===== config.mk =====
export PLATFORM = sky130hd
export DESIGN_NAME = a25_scan_ctrl
export DESIGN_NICKNAME = d
export VERILOG_FILES = /design/src/rtl/a25_scan_ctrl.sv
export SDC_FILE = /design/constraint.sdc
export NUM_CORES = 1
export LEC_CHECK = 0
export ABC_AREA = 0
export BUFFER_PORTS_ARGS = -buffer_cell sky130_fd_sc_hd__buf_2
export CAP_MARGIN = 10
export CORE_ASPECT_RATIO = 0.5
export CORE_MARGIN = 2
export CORE_UTILIZATION = 40
export DETAILED_ROUTE_END_ITERATION = 10
export MAX_ROUTING_LAYER = met4
export PLACE_DENSITY = 0.64
export SYNTH_ARGS = -nofsm -noshare
export SYNTH_HDL_FRONTEND = slang
export SYNTH_SLANG_ARGS = --single-unit

===== constraint.sdc =====
create_clock -name clk -period 4 [get_ports clk]
set_input_delay 0.2 -clock clk [delete_from_list [all_inputs] [get_ports clk]]
set_output_delay 0.2 -clock clk [all_outputs]
set_load 0.01 [all_outputs]

===== src/rtl/a25_scan_ctrl.sv =====
`timescale 1ns/1ps
// ---------------------------------------------------------------------------
// a25_scan_ctrl
// On-chip scan test controller for a25_core. Consumes a stream of pattern
// beats (one load, expected and mask bit per chain). It loads each pattern,
// runs the capture clocks, and unloads the previous response while loading
// the next pattern. Masked mismatches are counted.
//
// Ports
//   clk, reset        core clock, asynchronous active-low reset
//   start             1-cycle pulse, begins a run when idle
//   shift_len         shift cycles per load/unload (sampled at start)
//   num_patterns      patterns per run (sampled at start)
//   capture_cyc       capture clocks per pattern, 1..3 (0 behaves as 1)
//   pat_valid/ready   beat handshake
//   pat_in/exp/mask   load, expected and compare-enable bit per chain
//   scan_in/scan_out  scan data to/from the core chains
//   scan_enable       1 = shift, 0 = capture
//   test_mode         held 1 for the whole run
//   scan_clk_en       core clock enable, 0 freezes the chains
//   busy, done        run in progress / end-of-run pulse
//   fail_count        saturating count of masked mismatching bits
//   first_fail        {pattern index, shift index} of the first mismatch
// ---------------------------------------------------------------------------
module a25_scan_ctrl #(
   parameter int NUM_CHAINS = 5,
   parameter int LEN_W      = 10,
   parameter int PAT_W      = 12
) (
   input  logic                   clk,
   input  logic                   reset,
   input  logic                   start,
   input  logic [LEN_W-1:0]       shift_len,
   input  logic [PAT_W-1:0]       num_patterns,
   input  logic [1:0]             capture_cyc,
   input  logic                   pat_valid,
   output logic                   pat_ready,
   input  logic [NUM_CHAINS-1:0]  pat_in,
   input  logic [NUM_CHAINS-1:0]  pat_exp,
   input  logic [NUM_CHAINS-1:0]  pat_mask,
   output logic [NUM_CHAINS-1:0]  scan_in,
   input  logic [NUM_CHAINS-1:0]  scan_out,
   output logic                   scan_enable,
   output logic                   test_mode,
   output logic                   scan_clk_en,
   output logic                   busy,
   output logic                   done,
   output logic [15:0]            fail_count,
   output logic [PAT_W+LEN_W-1:0] first_fail
);

   typedef enum logic [2:0] {
      S_IDLE,
      S_SHIFT,
      S_CAPTURE,
      S_UNLOAD,
      S_FINISH
   } state_t;

   state_t state_reg, state_next;

   logic [LEN_W-1:0]       len_reg;
   logic [PAT_W-1:0]       npat_reg;
   logic [LEN_W-1:0]       beat_cnt_reg;
   logic [LEN_W-1:0]       shift_idx_reg;
   logic [PAT_W-1:0]       pat_idx_reg;
   logic [1:0]             cap_cnt_reg;
   logic                   shift_act_reg;
   logic [NUM_CHAINS-1:0]  scan_in_reg;
   logic [NUM_CHAINS-1:0]  exp_reg;
   logic [NUM_CHAINS-1:0]  mask_reg;
   logic                   busy_reg;
   logic                   test_mode_reg;
   logic                   done_reg;
   logic [15:0]            fail_count_reg;
   logic [PAT_W+LEN_W-1:0] first_fail_reg;

   logic                   shifting;
   logic                   accept;
   logic                   last_beat_done;
   logic                   cap_last;
   logic [1:0]             cap_total;
   logic                   compare_en;
   logic [NUM_CHAINS-1:0]  mism;
   logic [7:0]             mism_pop;
   logic [16:0]            fail_sum;
   logic [15:0]            fail_count_next;

   // ------------------------------------------------------------------
   // Per-chain mismatch of the bit leaving the chain this cycle
   // ------------------------------------------------------------------
   generate
      for (genvar gi = 0; gi < NUM_CHAINS; gi++) begin : g_mism
         assign mism[gi] = (scan_out[gi] ^ exp_reg[gi]) & mask_reg[gi];
      end
   endgenerate

   always_comb begin
      mism_pop = 8'd0;
      for (int i = 0; i < NUM_CHAINS; i++) begin
         mism_pop = mism_pop + 8'(mism[i]);
      end
      fail_sum        = {1'b0, fail_count_reg} + 17'(mism_pop);
      fail_count_next = fail_sum[16] ? 16'hFFFF : fail_sum[15:0];
   end

   // ------------------------------------------------------------------
   // Control decode
   // ------------------------------------------------------------------
   assign shifting  = (state_reg == S_SHIFT) || (state_reg == S_UNLOAD);
   // Once shift_len beats are taken the handshake closes; the final
   // shift cycle still runs before leaving the state.
   assign pat_ready = shifting && (beat_cnt_reg != len_reg);
   assign accept    = pat_valid && pat_ready;
   assign last_beat_done = shift_act_reg && (beat_cnt_reg == len_reg);
   assign cap_total = (capture_cyc == 2'd0) ? 2'd1 : capture_cyc;
   assign cap_last  = (cap_cnt_reg >= cap_total - 2'd1);
   // Load 0 shifts out whatever the chains held before the run.
   assign compare_en = shifting && shift_act_reg && (pat_idx_reg != '0);

   // ------------------------------------------------------------------
   // FSM
   // ------------------------------------------------------------------
   always_ff @(posedge clk or negedge reset) begin
      if (!reset) begin
         state_reg <= S_IDLE;
      end else begin
         state_reg <= state_next;
      end
   end

   always_comb begin
      state_next  = state_reg;
      scan_enable = 1'b0;
      scan_clk_en = 1'b0;
      case (state_reg)
         S_IDLE: begin
            if (start) begin
               if ((shift_len == '0) || (num_patterns == '0)) begin
                  state_next = S_FINISH;
               end else begin
                  state_next = S_SHIFT;
               end
            end
         end
         S_SHIFT: begin
            scan_enable = 1'b1;
            scan_clk_en = shift_act_reg;
            if (last_beat_done) begin
               state_next = S_CAPTURE;
            end
         end
         S_CAPTURE: begin
            scan_clk_en = 1'b1;
            if (cap_last) begin
               if (pat_idx_reg == npat_reg - PAT_W'(1)) begin
                  state_next = S_UNLOAD;
               end else begin
                  state_next = S_SHIFT;
               end
            end
         end
         S_UNLOAD: begin
            scan_enable = 1'b1;
            scan_clk_en = shift_act_reg;
            if (last_beat_done) begin
               state_next = S_FINISH;
            end
         end
         S_FINISH: begin
            state_next = S_IDLE;
         end
         default: begin
            state_next = S_IDLE;
         end
      endcase
   end

   // ------------------------------------------------------------------
   // Datapath
   // ------------------------------------------------------------------
   always_ff @(posedge clk or negedge reset) begin
      if (!reset) begin
         len_reg        <= '0;
         npat_reg       <= '0;
         beat_cnt_reg   <= '0;
         shift_idx_reg  <= '0;
         pat_idx_reg    <= '0;
         cap_cnt_reg    <= '0;
         shift_act_reg  <= 1'b0;
         scan_in_reg    <= '0;
         exp_reg        <= '0;
         mask_reg       <= '0;
         busy_reg       <= 1'b0;
         test_mode_reg  <= 1'b0;
         done_reg       <= 1'b0;
         fail_count_reg <= '0;
         first_fail_reg <= '1;
      end else begin
         done_reg      <= (state_reg == S_FINISH);
         shift_act_reg <= accept;

         if ((state_reg == S_IDLE) && start) begin
            len_reg        <= shift_len;
            npat_reg       <= num_patterns;
            beat_cnt_reg   <= '0;
            pat_idx_reg    <= '0;
            cap_cnt_reg    <= '0;
            fail_count_reg <= '0;
            first_fail_reg <= '1;
            busy_reg       <= 1'b1;
            test_mode_reg  <= 1'b1;
         end

         if (state_reg == S_FINISH) begin
            busy_reg      <= 1'b0;
            test_mode_reg <= 1'b0;
         end

         if (accept) begin
            scan_in_reg   <= pat_in;
            exp_reg       <= pat_exp;
            mask_reg      <= pat_mask;
            shift_idx_reg <= beat_cnt_reg;
            beat_cnt_reg  <= beat_cnt_reg + LEN_W'(1);
         end

         if (state_reg == S_CAPTURE) begin
            if (cap_last) begin
               cap_cnt_reg  <= '0;
               beat_cnt_reg <= '0;
               pat_idx_reg  <= pat_idx_reg + PAT_W'(1);
            end else begin
               cap_cnt_reg  <= cap_cnt_reg + 2'd1;
            end
         end

         // Load k carries the response of pattern k-1.
         if (compare_en) begin
            fail_count_reg <= fail_count_next;
            if ((mism != '0) && (&first_fail_reg)) begin
               first_fail_reg <= {pat_idx_reg - PAT_W'(1), shift_idx_reg};
            end
         end
      end
   end

   assign scan_in    = scan_in_reg;
   assign busy       = busy_reg;
   assign test_mode  = test_mode_reg;
   assign done       = done_reg;
   assign fail_count = fail_count_reg;
   assign first_fail = first_fail_reg;

endmodule


Word-level counts from Yosys, hierarchy flattened
Index checks and enable logic that the tools add are counted. Widths: inputs -> output; s select.

Multiply operators: 0. Reduce and logical (&&, ||, !) cells: 21. Magnitude comparators: 1. Equality and inequality tests: 11. Multiplexer cells: 28. Divide/modulo/power cells: 0. Shift-type cells: 0. Add/subtract/negate cells: 11. Bitwise logic cells: 10.

Operator list (count): $mux 22 (3); $mux 16 (3); $mux 10 (4); $mux 12 (3); $sub 12x1->12 const B (2); $reduce_and 22->1 (1); $add 16x5->17 (1); $mux 3 (5); $add 12x1->12 const B (1); $eq 12x12->1 (1); $logic_not 12->1 (1); $pmux 3 s4 (1); $reduce_bool 12->1 (1); $add 10x1->10 const B (1); $eq 10x10->1 (1); $logic_not 10->1 (1); $mux 2 (5); $ne 10x10->1 (1); $ne 2x2->1 const B (4); $logic_and 1x1->1 (7); $eq 3x2->1 const B (2); $reduce_bool 2->1 (3); $add 4x1->5 (1); $and 1x1->1 (5); 17 further kinds (24).

Bits of input ports: 48. Register bits: 115. Word-level logic and storage cells: 97. Latch bits: 0. Memory bits (read-only): 0. Bits in writable memories: 0. Memories: 0.

Longest topological paths before layout
Word-level depth: 9. Depth in mapped cells: 13.

Worst setup path after synthesis
No wires, ideal clock.

Path kind: reg-to-reg. Start point: register exp_reg[0]. End point: register fail_count_reg[5] (netlist: fail_count[5]). Data arrival time: 3.365 ns. Path buffers: 1. Path slack: 0.500 ns. Period minus slack after synthesis: 3.500 ns. Cell stages (with the launch flop): 14. Library setup time: 0.135 ns. Required time: 3.865 ns. Path through: dfrtp_1 xor2_1 and2_1 fa_1 fa_1 ha_1 fa_1 a21oi_1 nor2_1 nand3_1 clkbuf_1 o21ai_0 a21oi_1 nor3_1.

Cells in the longest elaborated chain, start to end: 9.

Ends and longest elaborated chain: from (decl) (line 70) `logic [NUM_CHAINS-1:0] exp_reg;`; from (signal assigned) (line 222) `exp_reg <= pat_exp;`; $xor 1x1->1 (line 94) `assign mism[gi] = (scan_out[gi] ^ exp_reg[gi]) & mask_reg[gi];`; $and 1x1->1 (line 94); $add 1x1->2 (line 101) `mism_pop = mism_pop + 8'(mism[i]);`; $add 2x1->3 (line 101); $add 3x1->4 (line 101); $add 4x1->5 (line 101); $add 16x5->17 (line 103) `fail_sum = {1'b0, fail_count_reg} + 17'(mism_pop);`; $mux 16 (line 104) `fail_count_next = fail_sum[16] ? 16'hFFFF : fail_sum[15:0];`; $mux 16 (line 239) `if (compare_en) begin`; to (signal assigned) (line 240) `fail_count_reg <= fail_count_next;`; to (decl) (line 75) `logic [15:0] fail_count_reg;`.

Every way passes these cells. A chain may end at the register's enable or synchronous reset.

Final worst setup path
Same ends and word-level chain as after synthesis.

==> summary.txt <==
Worst setup path
  • Worst EP required: 4.29 ns
  • Worst path bufs/invs: 1
  • CP Class: flop to flop
  • CP delay by family, top: adder cells
  • Worst setup SP type: flop
  • Critical path's slowest cell: fa_1
  • Crit-path cells: xor2_1 -> and2_1 -> fa_1 -> fa_1 -> ha_1 -> fa_1 -> a21oi_1 -> nor2_1 -> nand3_1 -> buf_4 -> o21ai_0 -> a21oi_1 -> nor3_1
  • Most used cell, CP: fa_1
  • Arrival time worst endpoint: 3.95 ns
  • Crit path largest cell delay: 0.49 ns
  • CP max FO: 9
  • Worst Setup End Kind: flop

Job
  • Max cap viols: 0

Power
  • Int Pwr: 0.003510 W
  • Sw frac: 37.01%
  • Combinational power share: 35.4%
  • Cell Pwr Density: 728.3 nW/um2
  • Psw: 0.002062 W
  • Clk pwr share: 29.0%
  • Sequential power share: 35.6%
  • Worst ir drop on vdd: 0.0003324 V
  • Leakage power: 3.548 nW

Timing
  • Final Hold Fails: 0
  • Setup TNS: 0 ns
  • RSZ-0062 raised after global routing: no
  • Actual slew at the worst max-slew pin: 0.9022 ns
  • Final setup fails: 0
  • Setup Skew: 0.01191 ns
  • Final Cycle Share: 91.46%
  • Highest Clock Rate: 273.3 MHz
  • Relative slew margins: 39.85%
  • Final min period: 3.658 ns
  • Slew Limit Fails: 0
  • Min setup slack post-route: 0.3417 ns

Global routing
  • Tot GR Track Use: 20.11%
  • First-pass GRT wire length: 25010 um
  • Antenna violations before repair: 0
  • Largest net degree at the start of global routing: 72
  • GRT overflow: 0
  • Vias in the first global route: 5132

Final layout
  • Diode count: 0
  • Share of cells above drive strength 1: 22.75%
  • Commonest cells after routing, fill and taps aside: nand2_1, buf_2, dfrtp_1
  • Commonest non-fill, non-tap cell in the layout: nand2_1
  • Area grow syn2layout: 25.44%
  • Max FFs per register: 22
  • Post-route insts no fill: 998
  • Fin nets: 848
  • Design area: 7651 um2
  • Post-layout util: 52.18%

Routing
  • DRC: 0
  • Initial DRC count: 340
  • Detailed Route WL: 14980 um
  • Routed Antenna Nets: 0
  • Post-DR wirelength/cell: 15.01 um
  • Initial DRT Pass Iterations: 5
  • Routed vias: 5201
  • Via density: 5.211

Placed design
  • Area after DPL: 6734 um2
  • Cell count after placement: 937
  • IO buf count: 96
  • Gp weighted congestion: 0.8163
  • Hpwl dp: 10290 um
  • Pre-CTS setup slack: 0.3775 ns

Clock network
  • Setup Fix Bufs, Post-CTS: 0
  • CTS Buf Count: 17
  • CTS Buffer Depth: 2
  • Worst-path clk slew: 0.06 ns
  • CTS tree: built
  • Clock sink count: 115
  • CTS resizes: 0
  • H-tree depth: 4
  • Skew-Pair Late Insertion Delay: 0.42 ns
  • Root Buffer: clkbuf_16

Logic synthesis
  • Async SR Flop Fraction: 100.0%
  • Synth unique cells: 61
  • Avg Cell Area, Syn: 9.104 um2
  • Syn nets: 731
  • Largest cells by area after synthesis: dfrtp_1, nand2_1, dfstp_2
  • Seq/Total Area, Yosys: 47.63%
  • Yosys top cell area share: 38.15%
  • Ys flop type: dfrtp_1
  • Post-synth EDFFs: 0
  • Area leader, netlist: dfrtp_1
  • Synth Cell Area: 6100 um2
  • Post-synthesis cell count: 670
  • Yosys warnings: 0
  • Post-synthesis register bit count: 115

Die
  • IO Pins: 97
  • DIE AREA: 16310 um2
  • Core Box Area: 14660 um2
  • Die Span X: 178.6 um
  • Initial Util: 41.60%
  • Core Rows: 31
  • DIE HEIGHT: 91.32 um

Outcome
  • Status: complete, no violations

Hold path
  • Min-Delay Path Class: input port to flop
==> through the flow <==
| stage | hold slack, ns | power [W] |
|---|---|---|
| final | 0.01263 | 0.005573 |
| after global routing | 0.009858 | 0.005980 |
| after CTS | 0.0006467 | 0.005622 |
| after detailed placement | 0.3908 | 0.003959 |
| after global placement | 0.3821 | 0.003889 |
| after floorplan | -0.09559 | 0.003347 |
==> synth_stat cells, types with 3 or more instances <==
cell	n
a211oi_1	3
and3_1	6
a21oi_1	35
nand2_1	158
or4_1	3
or3_1	5
nand4_1	15
clkbuf_1	22
dfrtp_1	93
or2_2	3
buf_4	5
a31oi_1	8
nand3_1	22
nor2b_1	3
nor4_2	3
o21ai_0	25
xor2_1	25
nor4b_1	3
o31ai_1	4
mux2i_1	8
xnor2_1	24
nor3_1	16
and4_1	3
mux2_2	6
fa_1	3
dfstp_2	22
o22a_1	10
inv_1	14
nor2_1	52
buf_2	8
ha_1	10
nor4_1	10
and2_1	7
o211ai_1	3
==> layer usage <==
metal	GRT usage [%]	wire length [um]	vias up
li1	-	-	2562
met1	25.81	6955	2514
met4	6.775	200	0
met2	31.66	7159	105
met3	4.397	667	20
met5	-	0	-
==> repair_timing <==
action,in CTS,in global routing
endpoints found under the setup margin,0,0
hold buffers,29,0
hold endpoints to repair,75,0
==> worst register-to-register path, cell delays in order (launching register included) <==
cell and delay (ns):
dfrtp_1 0.39, xor2_1 0.16, and2_1 0.18, fa_1 0.48
fa_1 0.49, ha_1 0.24, fa_1 0.41, a21oi_1 0.24
nor2_1 0.10, nand3_1 0.30, buf_4 0.22, o21ai_0 0.10
a21oi_1 0.17, nor3_1 0.06
==> cell type report <==
type	count	area (um2)
Clock inverter	13	183.9
Timing Repair Buffer	134	840.8
Sequential cell	115	2905
Tap cell	198	247.7
Clock buffer	19	442.9
Inverter	15	56.30
Fill cell	1353	7010
Multi-Input combinational cell	504	2974
==> power by group through the flow <==
stage,Clock [W],Combinational [W],Sequential (W)
after floorplan,0,0.00143,0.00192
after global placement,0,0.00190,0.00198
after CTS,0.00164,0.00200,0.00198
final,0.00162,0.00197,0.00198
after global routing,0.00170,0.00223,0.00204
after detailed placement,0,0.00196,0.00200
==> final timing paths <==
path	from	to	slack, ns	cells after the start
hold / removal	pat_in[1]	scan_in[1]	0.01	2
setup / recovery	exp_reg[0]	fail_count[5]	0.34	13
max in group asynchronous	reset	mask_reg[0]	2.68	3
min in group asynchronous	reset	fail_count[12]	0.45	2
setup reg to reg	exp_reg[0]	fail_count[5]	0.34	13
hold reg to reg	mask_reg[4]	mask_reg[4]	0.47	2
==> logic make-up (layout without fill, tap and decap cells) <==
group / Yosys count / count (layout) / share of synthesized area [%]
compound gates: 108 / 108 / 11.71
flops: 115 / 115 / 47.63
buf+inv: 51 / 181 / 3.631
simple gates: 320 / 320 / 24.53
mux: 14 / 14 / 2.420
fa+ha+maj: 13 / 13 / 3.036
xor+xnor: 49 / 49 / 7.036
Power figures use the tool's default switching activity.
